==> src/rtl/store_narrow_unit_pkg.sv <==
// Shared definitions for the store formatter: size encodings, FSM states, byte-enable masks.
package store_narrow_unit_pkg;

    localparam logic [1:0] SZ_BYTE = 2'b00;
    localparam logic [1:0] SZ_HALF = 2'b01;
    localparam logic [1:0] SZ_WORD = 2'b10;
    localparam logic [1:0] SZ_ILL  = 2'b11;

    localparam logic [3:0] BE_BYTE = 4'b0001;
    localparam logic [3:0] BE_HALF = 4'b0011;
    localparam logic [3:0] BE_WORD = 4'b1111;
    localparam logic [3:0] BE_NONE = 4'b0000;

    typedef enum logic {
        IDLE   = 1'b0,
        SECOND = 1'b1
    } stateT;

    function automatic logic [3:0] sizeMask(input logic [1:0] size);
        case (size)
            SZ_BYTE: sizeMask = BE_BYTE;
            SZ_HALF: sizeMask = BE_HALF;
            SZ_WORD: sizeMask = BE_WORD;
            default: sizeMask = BE_NONE;
        endcase
    endfunction

endpackage

==> src/rtl/store_narrow_unit_lane_align.sv <==
// Narrows a store value to its access size, lane-shifts it across a 64-bit (two-word) window
// and reports truncation, illegal size and whether the access spills into the next word.
// Purely combinational: zero latency, no backpressure.
module store_narrow_unit_lane_align
    import store_narrow_unit_pkg::*;
(
    input  logic [31:0] data,
    input  logic [1:0]  size,
    input  logic [1:0]  offset,
    output logic [31:0] wdataLo,
    output logic [31:0] wdataHi,
    output logic [3:0]  beLo,
    output logic [3:0]  beHi,
    output logic        trunc,
    output logic        illegal,
    output logic        misaligned
);

    logic [31:0] narrowed;
    logic [63:0] shifted;
    logic [7:0]  maskWide;
    logic [5:0]  shiftAmt;

    always_comb begin
        narrowed = 32'h0;
        trunc    = 1'b0;
        illegal  = 1'b0;
        case (size)
            SZ_BYTE: begin
                narrowed = {24'h0, data[7:0]};
                trunc    = data[31:8] != {24{data[7]}};
            end
            SZ_HALF: begin
                narrowed = {16'h0, data[15:0]};
                trunc    = data[31:16] != {16{data[15]}};
            end
            SZ_WORD: narrowed = data;
            default: illegal  = 1'b1;
        endcase
    end

    // Bytes shifted past lane 3 land in the upper word, which becomes the second beat.
    assign shiftAmt   = {1'b0, offset, 3'b000};
    assign shifted    = {32'h0, narrowed} << shiftAmt;
    assign maskWide   = {4'h0, sizeMask(size)} << offset;
    assign wdataLo    = shifted[31:0];
    assign wdataHi    = shifted[63:32];
    assign beLo       = maskWide[3:0];
    assign beHi       = maskWide[7:4];
    assign misaligned = |maskWide[7:4];

endmodule

==> src/rtl/store_narrow_unit.sv <==
// MEM-stage store formatter: narrows, lane-aligns and byte-enables a store; STORE_SPLIT_EN splits misaligned stores into two beats.
// Latency 1 cycle from accept to out_*; misaligned split stores take two output beats.
// in_ready drops while the output register is stalled or a second beat is pending; outputs hold while stalled.
module store_narrow_unit
    import store_narrow_unit_pkg::*;
#(
    parameter int ADDR_W = 32
) (
    input  logic              clk,
    input  logic              rst_n,
    input  logic              in_valid,
    output logic              in_ready,
    input  logic [31:0]       in_data,
    input  logic [ADDR_W-1:0] in_addr,
    input  logic [1:0]        in_size,
    output logic              out_valid,
    input  logic              out_ready,
    output logic [ADDR_W-1:0] out_addr,
    output logic [31:0]       out_wdata,
    output logic [3:0]        out_be,
    output logic              out_trunc,
    output logic              out_err,
    output logic              out_last
);

    logic [31:0]       alignLo;
    logic [31:0]       alignHi;
    logic [3:0]        beLo;
    logic [3:0]        beHi;
    logic              alignTrunc;
    logic              alignIllegal;
    logic              alignMisaligned;
    logic              accept;
    logic              advance;
    logic              loadSecond;
    logic              misErr;
    logic [ADDR_W-1:0] wordAddr;

    store_narrow_unit_lane_align uAlign (
        .data       (in_data),
        .size       (in_size),
        .offset     (in_addr[1:0]),
        .wdataLo    (alignLo),
        .wdataHi    (alignHi),
        .beLo       (beLo),
        .beHi       (beHi),
        .trunc      (alignTrunc),
        .illegal    (alignIllegal),
        .misaligned (alignMisaligned)
    );

    assign accept   = in_valid && in_ready;
    assign advance  = out_valid && out_ready;
    assign wordAddr = {in_addr[ADDR_W-1:2], 2'b00};

`ifdef STORE_SPLIT_EN
    stateT             state;
    stateT             stateNext;
    logic [ADDR_W-1:0] pendAddr;
    logic [31:0]       pendWdata;
    logic [3:0]        pendBe;

    always_ff @(posedge clk) begin
        if (!rst_n) state <= IDLE;
        else        state <= stateNext;
    end

    always_comb begin
        stateNext = state;
        case (state)
            IDLE:    if (accept && alignMisaligned) stateNext = SECOND;
            SECOND:  if (advance) stateNext = IDLE;
            default: stateNext = IDLE;
        endcase
    end

    // Second beat is captured alongside the first so the request inputs may change afterwards.
    always_ff @(posedge clk) begin
        if (!rst_n) begin
            pendAddr  <= '0;
            pendWdata <= 32'h0;
            pendBe    <= 4'h0;
        end else if (accept) begin
            pendAddr  <= wordAddr + ADDR_W'(4);
            pendWdata <= alignHi;
            pendBe    <= beHi;
        end
    end

    assign in_ready   = (state == IDLE) && (!out_valid || out_ready);
    assign loadSecond = (state == SECOND) && advance;
    assign misErr     = 1'b0;
`else
    logic unusedHi;

    assign unusedHi   = ^{alignHi, beHi};
    assign in_ready   = !out_valid || out_ready;
    assign loadSecond = 1'b0;
    assign misErr     = alignMisaligned;
`endif

    always_ff @(posedge clk) begin
        if (!rst_n) begin
            out_valid <= 1'b0;
            out_addr  <= '0;
            out_wdata <= 32'h0;
            out_be    <= 4'h0;
            out_trunc <= 1'b0;
            out_err   <= 1'b0;
            out_last  <= 1'b0;
        end else if (accept) begin
            out_valid <= 1'b1;
            out_addr  <= wordAddr;
            out_trunc <= alignTrunc;
            if (alignIllegal || misErr) begin
                out_err   <= 1'b1;
                out_be    <= 4'h0;
                out_wdata <= 32'h0;
                out_last  <= 1'b1;
            end else begin
                out_err   <= 1'b0;
                out_be    <= beLo;
                out_wdata <= alignLo;
                out_last  <= !alignMisaligned;
            end
        end else if (loadSecond) begin
            out_valid <= 1'b1;
            out_addr  <= pendAddr_or_zero();
            out_wdata <= pendWdata_or_zero();
            out_be    <= pendBe_or_zero();
            out_last  <= 1'b1;
        end else if (advance) begin
            out_valid <= 1'b0;
        end
    end

    // Thin accessors keep the shared output register free of build-specific references.
`ifdef STORE_SPLIT_EN
    function automatic logic [ADDR_W-1:0] pendAddr_or_zero();
        return pendAddr;
    endfunction
    function automatic logic [31:0] pendWdata_or_zero();
        return pendWdata;
    endfunction
    function automatic logic [3:0] pendBe_or_zero();
        return pendBe;
    endfunction
`else
    function automatic logic [ADDR_W-1:0] pendAddr_or_zero();
        return '0;
    endfunction
    function automatic logic [31:0] pendWdata_or_zero();
        return 32'h0;
    endfunction
    function automatic logic [3:0] pendBe_or_zero();
        return 4'h0;
    endfunction
`endif

endmodule

==> config.mk <==
export PLATFORM = sky130hd
export DESIGN_NAME = store_narrow_unit
export DESIGN_NICKNAME = d
export VERILOG_FILES = /design/src/rtl/store_narrow_unit_pkg.sv /design/src/rtl/store_narrow_unit_lane_align.sv /design/src/rtl/store_narrow_unit.sv
export SDC_FILE = /design/constraint.sdc
export NUM_CORES = 1
export LEC_CHECK = 0
export BUFFER_PORTS_ARGS = -buffer_cell sky130_fd_sc_hd__buf_2
export CAP_MARGIN = 30
export CELL_PAD_IN_SITES_DETAIL_PLACEMENT = 1
export CELL_PAD_IN_SITES_GLOBAL_PLACEMENT = 1
export CORE_AREA = 2 2 113 115
export CTS_CLUSTER_SIZE = 30
export DETAILED_ROUTE_END_ITERATION = 7
export DIE_AREA = 0 0 115 117
export GPL_ROUTABILITY_DRIVEN = 1
export GPL_TIMING_DRIVEN = 0
export PLACE_DENSITY_LB_ADDON = 0.1
export SLEW_MARGIN = 20
export SYNTH_ARGS = -nofsm -noshare
export SYNTH_HDL_FRONTEND = slang
export SYNTH_HIERARCHICAL = 1
export SYNTH_SLANG_ARGS = --single-unit
==> constraint.sdc <==
create_clock -name clk -period 1.95 [get_ports clk]
set_clock_uncertainty 0.2 [all_clocks]
set_input_delay 0.0975 -clock clk [delete_from_list [all_inputs] [get_ports clk]]
set_output_delay 0.0975 -clock clk [all_outputs]
set_load 0.02 [all_outputs]
**After elaboration in Yosys (flattened, before gate mapping)**

Cells that the tools add are included.

- Register bits: 70
- Bits of input ports: 70
- Output and inout bits: 73
- Logic and storage cells: 33

- Equal/unequal tests: 4
- Shift-type cells: 2
- Multiplexer cells: 10
- Reduce and logical (&&, ||, !) cells: 10

Operator list:

| operator | count |
|---|---|
| case mux 32 bit (3 select lines) | 1 |
| 2-to-1 mux 32 bit | 1 |
| left shift 32 x 5 -> 32 bit | 1 |
| inequality test 24 bit | 1 |
| inequality test 16 bit | 1 |
| case mux 4 bit (3 select lines) | 1 |
| left shift 4 x 2 -> 8 bit | 1 |
| 2-to-1 mux 1 bit | 5 |
| 2-to-1 mux 4 bit | 1 |
| OR reduction 4 bit | 1 |
| OR reduction 3 bit | 1 |
| equality test 2 x 1 -> 1 bit, second input constant | 1 |
| equality test 2 bit, second input constant | 1 |
| logical AND 1 bit | 2 |
| zero test 1 bit | 2 |
| zero test 2 bit | 1 |
| logical OR 1 bit | 2 |
| case mux 1 bit (2 select lines) | 1 |
| nonzero test 2 bit | 1 |

**Longest topological paths before layout**

Gate-level depths: netlist (run 1).

- Depth after elaboration: 6
- Depth in mapped cells: 10
- Depth with buffers taken out: 9

**Cells and area by module**

Netlist (run 1), hierarchy kept.

By module, submodules not included:

| module | instances | cells an instance | area an instance (µm²) | seq. area each (µm²) |
|---|---|---|---|---|
| store_narrow_unit | 1 | 313 | 2725.1 | 1401.3 |
| store_narrow_unit_lane_align | 1 | 168 | 1118.6 | 0.0 |

**Worst setup path after synthesis (run 1)**

Ideal clock, no wire load.

- Path kind: input to register
- Start point: input in_size[0]
- End point: register out_wdata[14]
- Setup time: 74 ps
- Data arrival time: 1782 ps
- Required time: 1676 ps
- Setup slack: -107 ps
- Stages: 10
- Buffers on the path: 1
- Cells stage by stage: inv_1 ha_1 mux2_2 nand2_1 o21ai_1 or2_1 nor3b_4 buf_2 nand4_1 o21ai_0

- Longest elaborated chain between the ends: 6
- Elaborated cells between the ends (all ways): 12
- Classes of those cells: eq/ne (2); shift (2); mux (4); reduce/logical (4)

Ends and longest elaborated chain:

| element | RTL line | source |
|---|---|---|
| start: declaration | store_narrow_unit.sv:15 | `input logic [1:0] in_size,` |
| equality test 2 bit, or another cell as far along | store_narrow_unit_pkg.sv:20 | `case (size)` |
| case mux 4 bit (3 select lines) (*) | store_narrow_unit_pkg.sv:20 |  |
| left shift 4 x 2 -> 8 bit (*) | store_narrow_unit_lane_align.sv:45 | `assign maskWide = {4'h0, sizeMask(size)} << offset;` |
| named net beHi[0] | store_narrow_unit.sv:29 | `logic [3:0] beHi;` |
| OR reduction 4 bit (*) | store_narrow_unit_lane_align.sv:50 | `assign misaligned = \|maskWide[7:4];` |
| named net alignMisaligned | store_narrow_unit.sv:32 | `logic alignMisaligned;` |
| logical OR 1 bit (*) | store_narrow_unit.sv:115 | `if (alignIllegal \|\| misErr) begin` |
| 2-to-1 mux 32 bit (*) | store_narrow_unit.sv:115 |  |
| end signal: assignment | store_narrow_unit.sv:123 | `out_wdata <= alignLo;` |
| end signal: assignment | store_narrow_unit.sv:129 | `out_wdata <= pendWdata_or_zero();` |
| end: declaration | store_narrow_unit.sv:19 | `output logic [31:0] out_wdata,` |

Mark *: on every way through the listed nets, which the timed path passes. The rest lies on a longest branch.
A chain may end at the register's enable or synchronous reset.

**Worst setup path in the final report (run 1)**

- Start point: input in_size[1]
- End point: register out_wdata[19]

The elaborated chain is that of the path after synthesis.

==> results of run 1 <==
==> repair_timing <==
action                                  4_1_cts  5_1_grt
resized for setup                             0        5
pin swaps                                     1        2
hold buffers                                 34        0
hold endpoints to repair                     33        0
setup buffers                                 4        0
endpoints found under the setup margin       28       25
==> where the power goes <==
| group | total [mW] | internal (mW) | switching (mW) | leakage, nW |
|---|---|---|---|---|
| sequential | 1.53 | 1.49 | 0.0319 | 0.571 |
| clock | 1.74 | 1.15 | 0.588 | 0.157 |
| combinational | 0.754 | 0.311 | 0.443 | 1.64 |
==> state kept, by name, indices dropped and copies added (netlist names) <==
signal     count
out_addr      30
out_be         4
out_err        1
out_trunc      1
out_wdata     32
out_valid      1
out_last       1
==> cells in the final DEF (no fill, tap or decap), types with 2 or more instances in the layout <==
cell	n
buf_1	7
conb_1	2
o22ai_1	9
clkinv_2	2
o21ai_0	19
clkbuf_16	9
a22o_1	8
buf_4	7
nand2_1	104
o21ai_1	19
nor4_1	6
bufinv_16	2
o21a_1	2
nand3_1	2
mux2i_1	39
nor3_1	2
buf_6	8
inv_2	4
nor3_2	2
nor3_4	2
ha_1	3
and2_1	10
a22oi_1	17
nand4_1	42
nor2_1	21
dfxtp_1	70
clkbuf_1	17
dlygate4sd3_1	34
buf_2	146
inv_1	4
==> layout make-up <==
class,count,area (µm²),share of cell area
clock buffers,12,246,0.0473
inverters,8,30.0,0.00577
multi-input cells,325,1980,0.380
flip-flops and latches,70,1400,0.269
plain buffers,41,229,0.0440
repair buffers,176,1070,0.205
well taps,150,188,0.0360
clock inverters,4,70.1,0.0135
==> tightest hold or removal path: cells and delay by family <==
kind | cells | cell delay (ps)
buf+inv | 1 | 110
simple gates | 2 | 200
compound gates | 1 | 80
==> per-stage QoR <==
stage	cell area [µm²]	util	power, mW	TNS, ps
CTS	5200	0.422	4.06	0
detailed placement	4510	0.366	2.24	-12400
floorplan	3630	-	1.97	0
global placement	4510	0.366	2.22	-10060
global route	5210	0.423	4.21	0
finish	5210	0.423	4.02	0
==> worst max-delay path by stage <==
stage,from,end,slack [ps]
floorplan,in_size[0],out_wdata[30]$_SDFFE_PN0P_,30
global placement,in_size[0],out_wdata[1]$_SDFFE_PN0P_,-360
detailed placement,in_size[0],out_wdata[1]$_SDFFE_PN0P_,-440
CTS,in_size[0],out_wdata[27]$_SDFFE_PN0P_,8
global route,in_size[1],out_wdata[19]$_SDFFE_PN0P_,3
finish,in_size[1],out_wdata[19]$_SDFFE_PN0P_,90
==> layer usage <==
layer	GRT usage	routed length (µm)
met5	0	0
met4	0.0530	140
met3	0.0381	521
met2	0.364	6890
met1	0.233	5660
==> flow_summary.ini, run 1 <==
[setup_path]
reg2reg_depth = 5
crit_type = input pin to flop
worst-path-stages = 12
start_kind = input pin
end_kind = flop
r2r-end = out_wdata[11]$_SDFFE_PN0P_
crit_buf_inv = 4
crit_required_ps = 2010
r2r_slack_ps = 390
path_cells = buf_4 > inv_2 > ha_4 > mux2_4 > nand2_1 > o21ai_1 > or2_4 > nor3b_4 > buf_4 > buf_6 > nand4_1 > o21ai_1
critPathTopFamily = simple AND/OR/NAND/NOR gates
cpPeakStageDelay_ps = 270
r2r-start = out_valid$_SDFFE_PN0P_
critical_path_arrival_ps = 1920
critPathMaxFanout = 10
cp_slowest_cell = mux2_4

[job]
max-cap-violations = 0

[sta]
period_share = 0.954
finalWorstSetupSlack_ps = 88.8
setup_viol = 0
fin_crit_ps = 1860
slew_headroom = 0.654
maxSlewViolCount = 0
rsz0062_at_grt = no
hold_viol_final = 0
tightestPinTransition_ps = 517
fmax_ghz = 0.537
whs_ps = 4.29

[global_routing]
grt_pass1_wl_um = 20700
grt_pass1_vias = 4083
grt_max_degree = 12
overflow = 0
antenna_found_initial = 0
grt_use_total = 0.197

[floorplan]
chipWidth_um = 115
start_util = 0.292
fp.dieH_um = 117
num_io_pins = 143
dieArea_um2 = 13500
core_area_um2 = 12300
num_rows = 41

[routing]
routed-via-count = 3904
drc = 0
drtPass1Iterations = 4
ant_nets = 0
wl_per_cell_um = 16.8
drt_iter0_markers = 221
routed_via_density = 4.97
routed_wl_um = 13200

[synth]
synthCells = 443
syn_area_per_cell_um2 = 8.11
yosys_warnings = 6
synth.cell_area_um2 = 3590

[power]
leakagePower_nw = 2.36
peakVddDrop_uv = 382
powerDensity_nw_per_um2 = 771

[final_layout]
drive_above_1_share = 0.302
stdcell_count = 786
fin_nets = 706
area_growth_pct = 45.0
num_antenna_cells = 0
num-fill-cells = 1539

[clock_tree]
cts_tree = yes
root_buffer = clkbuf_16
clock_latency_ps = 330
clockBufferDepth = 2
cts_buffers = 9
h-tree-depth = 3
clk_pin_slew_ps = 50
cts.sinks = 70

[place]
post-place-ws_ps = -439
port_buffers = 138
gp_congestion = 0.833
hpwl_um = 10200
dp.cells = 732

[min_path]
min_from = in_data[6]
hp-class = input pin to flop
holdPathEnd = out_wdata[6]$_SDFFE_PN0P_
holdPathStages = 4

[run_status]
status = complete, no violations
Note: power is estimated with default switching activity, not from simulation.
==> inputs of run 2 (changes only) <==
--- a/config.mk
+++ b/config.mk
@@ -9,13 +9,14 @@
 export CAP_MARGIN = 30
 export CELL_PAD_IN_SITES_DETAIL_PLACEMENT = 1
 export CELL_PAD_IN_SITES_GLOBAL_PLACEMENT = 1
-export CORE_AREA = 2 2 113 115
+export CORE_AREA = 2 2 93 140
 export CTS_CLUSTER_SIZE = 30
 export DETAILED_ROUTE_END_ITERATION = 7
-export DIE_AREA = 0 0 115 117
+export DIE_AREA = 0 0 95 142
 export GPL_ROUTABILITY_DRIVEN = 1
 export GPL_TIMING_DRIVEN = 0
 export PLACE_DENSITY_LB_ADDON = 0.1
+export RECOVER_POWER = 100
 export SLEW_MARGIN = 20
 export SYNTH_ARGS = -nofsm -noshare
 export SYNTH_HDL_FRONTEND = slang
==> run 2 against run 1 <==
Compared with the run above: combinational power is 3.2% higher; sequential share of layout area rose by 0.25 points; count of clock-buffer cells in the layout down 1; clock power fell by 17%; hold slack improved by 4.1 ps; critical path type unchanged.
==> flow_summary.ini, run 2 (synthesis gave the netlist of run 1 again) <==
[run_status]
status = complete, no violations

[sta]
fmax_ghz = 0.534
setup_viol = 0
maxSlewViolCount = 0
tightestPinTransition_ps = 567
tns_ps = 0
hold_viol_final = 0
fin_crit_ps = 1870
period_share = 0.961
slew_headroom = 0.620
rsz0062_at_grt = no

[clock_tree]
h-tree-depth = 3
clockBufferDepth = 2
cts_buffers = 9
root_buffer = clkbuf_16
cts_tree = yes
clk_pin_slew_ps = 60
cts.sinks = 70
clock_latency_ps = 320

[floorplan]
fp.dieH_um = 142
start_util = 0.292
core_area_um2 = 12300
dieArea_um2 = 13500
num_rows = 50
chipWidth_um = 95
num_io_pins = 143

[setup_path]
crit_required_ps = 1990
cp-startpoint = in_size[0]
crit_type = input pin to flop
cpPeakStageDelay_ps = 270
start_kind = input pin
critPathMaxFanout = 5
critical_path_arrival_ps = 1920
r2r-start = out_valid$_SDFFE_PN0P_
end_kind = flop
r2r_slack_ps = 180
cpMostUsedCell = buf_6
reg2reg_depth = 6
path_cells = buf_6 > inv_6 > ha_4 > mux2_4 > nand2_1 > o21ai_1 > or2_4 > nor3b_4 > buf_6 > clkbuf_16 > nand4_1 > o21ai_0
cp_slowest_cell = or2_4

[final_layout]
top_register = out_wdata
final_cell_mix = nand2_1, clkbuf_1, buf_2
regArea_um2 = 1400
layout_commonest_cell = nand2_1
fin_nets = 708
largest_reg_flops = 32
multiInputGateArea_um2 = 1980
drive_above_1_share = 0.187
num-fill-cells = 1552
largest_registers = out_wdata x32, out_addr x30, out_be x4
num_antenna_cells = 0
area_growth_pct = 43.6

[routing]
routed-via-count = 3929
drc = 0
drtPass1Iterations = 4
drt_iter0_markers = 113
wl_per_cell_um = 17.4
routed_wl_um = 13800
routed_via_density = 4.95
ant_nets = 0

[min_path]
hp-class = input pin to flop
min_from = in_data[1]
holdPathStages = 4

[global_routing]
grt_max_degree = 12
grt_pass1_wl_um = 21300
grt_use_total = 0.206
antenna_found_initial = 0
grt_pass1_vias = 4084
overflow = 0

[place]
hpwl_um = 10800
port_buffers = 138
gp_congestion = 0.861

[job]
max-cap-violations = 0

[power]
peakVddDrop_uv = 322
power.total_mw = 3.75
leakagePower_nw = 2.06
powerDensity_nw_per_um2 = 727
## run 2: changes by cell type in the layout (fill, tap and decap cells not counted), sizes merged
cell,previous run,this run
clkbuf,27,103
buf,168,93
bufinv,2,0
clkinvlp,0,2
## run 2: area by class of cell
type | count | area share
clock buffers | 11 | 0.0451
repair buffers | 178 | 0.205
multi-input cells | 325 | 0.384
clock inverters | 4 | 0.00485
plain buffers | 41 | 0.0444
flip-flops and latches | 70 | 0.272
inverters | 8 | 0.00727
well taps | 156 | 0.0378
## run 2: final timing paths
check | end
worst max-delay path | out_wdata[5]$_SDFFE_PN0P_
worst min-delay path | out_wdata[1]$_SDFFE_PN0P_
worst max register to register | out_addr[21]$_SDFFE_PN0P_
worst min register to register | out_wdata[8]$_SDFFE_PN0P_
## run 2: stage by stage
stage               cell area, µm²  setup WS (ps)  utilization  hold WS [ps]  cells
finish                        5160           76.8        0.419          8.43    793
global route                  5160           3.95        0.419          20.5    793
CTS                           5170           1.54        0.420          6.55    791
detailed placement            4520           -579        0.367           153    738
global placement              4520           -535        0.367           146    738
floorplan                     3630           33.1            -          39.7    444
## run 2: timing repair
action / 4_1_cts / 5_1_grt
resized for setup: 1 / 19
hold endpoints to repair: 34 / 0
buffers inserted: 4 / 0
endpoints found under the setup margin: 30 / 30
gates cloned: 0 / 2
hold buffers: 34 / 0
pin swaps: 1 / 7
## run 2: power breakdown
| group | internal, mW | switching, mW |
|---|---|---|
| Combinational | 0.318 | 0.461 |
| Clock | 0.849 | 0.599 |
| Sequential | 1.49 | 0.0318 |
| Total | 2.66 | 1.09 |
## run 2: layer usage
layer | global-route usage | part of all wire | vias to the layer above
li1 | - | - | 1938
met1 | 0.219 | 0.38 | 1841
met2 | 0.393 | 0.54 | 124
met3 | 0.0302 | 0.041 | 26
met4 | 0.0831 | 0.031 | 0
met5 | 0 | 0 | -
## run 2: critical path, delay by kind of cell
family	cells	cell delay [ps]
simple gates	4	690
buf+inv	4	510
mux	1	260
compound gates	2	160
fa+ha+maj	1	200
==> inputs of run 3 (changes only) <==
--- a/config.mk
+++ b/config.mk
@@ -5,14 +5,15 @@
 export SDC_FILE = /design/constraint.sdc
 export NUM_CORES = 1
 export LEC_CHECK = 0
+export ABC_AREA = 1
 export BUFFER_PORTS_ARGS = -buffer_cell sky130_fd_sc_hd__buf_2
 export CAP_MARGIN = 30
 export CELL_PAD_IN_SITES_DETAIL_PLACEMENT = 1
 export CELL_PAD_IN_SITES_GLOBAL_PLACEMENT = 1
-export CORE_AREA = 2 2 93 140
+export CORE_AREA = 2 2 100 151
 export CTS_CLUSTER_SIZE = 30
 export DETAILED_ROUTE_END_ITERATION = 7
-export DIE_AREA = 0 0 95 142
+export DIE_AREA = 0 0 102 153
 export GPL_ROUTABILITY_DRIVEN = 1
 export GPL_TIMING_DRIVEN = 0
 export PLACE_DENSITY_LB_ADDON = 0.1
==> run 3 against run 2 <==
Compared with the run above: die area increased by 16%; register-to-register slack improved by 120 ps; setup slack gained 100 ps; utilization down 4.1 points; final area increased by 4.9%; combinational power rose by 23%; critical path depth down 3; critical endpoint is now out_wdata[3]$_SDFFE_PN0P_; largest cell class unchanged; highest routed layer unchanged.
==> flow_summary.ini, run 3 <==
[run_status]
status = complete, no violations

[sta]
setup_viol = 0
finalWorstSetupSlack_ps = 181
hold_viol_final = 0
maxSlewViolCount = 0
rsz0062_at_grt = no
whs_ps = 76.6
fin_crit_ps = 1770
tns_ps = 0
tightestPinTransition_ps = 502
period_share = 0.907
fmax_ghz = 0.565
slew_headroom = 0.665

[routing]
drtPass1Iterations = 4
ant_nets = 0
routed_wl_um = 14400
wl_per_cell_um = 14.1
drt_iter0_markers = 97
drc = 0
routed_via_density = 4.40
routed-via-count = 4525

[place]
hpwl_um = 11700
gp_congestion = 0.814
dp.cells = 981
port_buffers = 139
post-place-ws_ps = -327
dpl-instance-area_um2 = 4990

[global_routing]
grt_use_total = 0.183
antenna_found_initial = 0
grt_max_degree = 13
grt_pass1_vias = 4660
overflow = 0
grt_pass1_wl_um = 22400

[final_layout]
drive_above_1_share = 0.155
design_area_um2 = 5410
largest_registers = out_wdata x32, out_addr x30, out_be x4
top_register = out_wdata
area_growth_pct = 33.8
largest_reg_flops = 32
layout_commonest_cell = nand2_1
num_antenna_cells = 0
stdcell_count = 1028
fin_nets = 903
final_cell_mix = nand2_1, nor2_1, clkbuf_1

[clock_tree]
clock_latency_ps = 320
cts_tree = yes
cts_buffers = 9
cts_setup_buffers = 0
h-tree-depth = 3
clk_pin_slew_ps = 60
cts.sinks = 70
root_buffer = clkbuf_16
clockBufferDepth = 2

[setup_path]
critical_path_arrival_ps = 1830
crit_type = input pin to flop
crit_buf_inv = 3
critPathTopFamily = compound AO/OA/AOI/OAI gates
crit_required_ps = 2010
start_kind = input pin
worst-path-stages = 9
end_kind = flop
path_cells = buf_2 > inv_1 > ha_1 > o21ai_0 > o221ai_1 > nor2_4 > buf_4 > a21oi_1 > nor2_1
reg2reg_depth = 5
critPathMaxFanout = 10
cpPeakStageDelay_ps = 350
cp_slowest_cell = ha_1

[synth]
synth.cell_area_um2 = 4050
yosys_warnings = 6
syn_area_per_cell_um2 = 6.27
synthCells = 645

[power]
peakVddDrop_uv = 327
powerDensity_nw_per_um2 = 772
leakagePower_nw = 2.63

[floorplan]
num_io_pins = 143
fp.dieH_um = 153
num_rows = 54
start_util = 0.282
core_area_um2 = 14300
dieArea_um2 = 15600
chipWidth_um = 102

[min_path]
holdPathStages = 7
hp-class = input pin to flop

[job]
max-cap-violations = 0
## run 3: tightest hold or removal path, cell delays in order
cell     delay, ps
buf_2          100
nand2_1         70
inv_1           70
nand2_1         50
inv_1           40
a21oi_1         50
nor2_1          80
## run 3: cell type report
class / instances / area, µm²
plain buffers: 45 / 258
clock buffers: 10 / 239
clock inverters: 5 / 58.8
fillers: 1983 / 8910
inverters: 74 / 280
multi-input cells: 457 / 2000
flip-flops and latches: 70 / 1400
well taps: 196 / 245
repair buffers: 171 / 927
## run 3: stage by stage
stage,total power [mW],util
after global placement,2.57,0.348
after floorplan,2.24,-
after global routing,4.43,0.378
after CTS,4.32,0.392
after detailed placement,2.60,0.348
final,4.18,0.378
## run 3: path summary, 6_finish.rpt
check	from	end	slack [ps]
setup / recovery	in_size[0]	out_wdata[3]$_SDFFE_PN0P_	180
hold / removal	in_data[6]	out_wdata[6]$_SDFFE_PN0P_	80
setup reg to reg	out_valid$_SDFFE_PN0P_	out_addr[25]$_SDFFE_PN0P_	300
hold reg to reg	out_addr[13]$_SDFFE_PN0P_	out_addr[13]$_SDFFE_PN0P_	280
## run 3: routing by layer
layer / share of wire / GRT usage / wire length (µm)
met4: 0.029 / 0.0743 / 419
met1: 0.38 / 0.183 / 5450
met2: 0.55 / 0.359 / 7990
met3: 0.040 / 0.0293 / 585
met5: 0 / 0 / 0
## run 3: timing repair
item                       CTS  global route
setup endpoints to repair    0            30
gates resized for setup      0             1
hold endpoints to repair    31             0
hold buffers                32             0
## run 3: report_power, final
group / switching [mW] / total, mW / internal (mW)
Clock: 0.616 / 1.64 / 1.02
Sequential: 0.0538 / 1.59 / 1.54
Combinational: 0.626 / 0.955 / 0.329
Total: 1.30 / 4.18 / 2.88
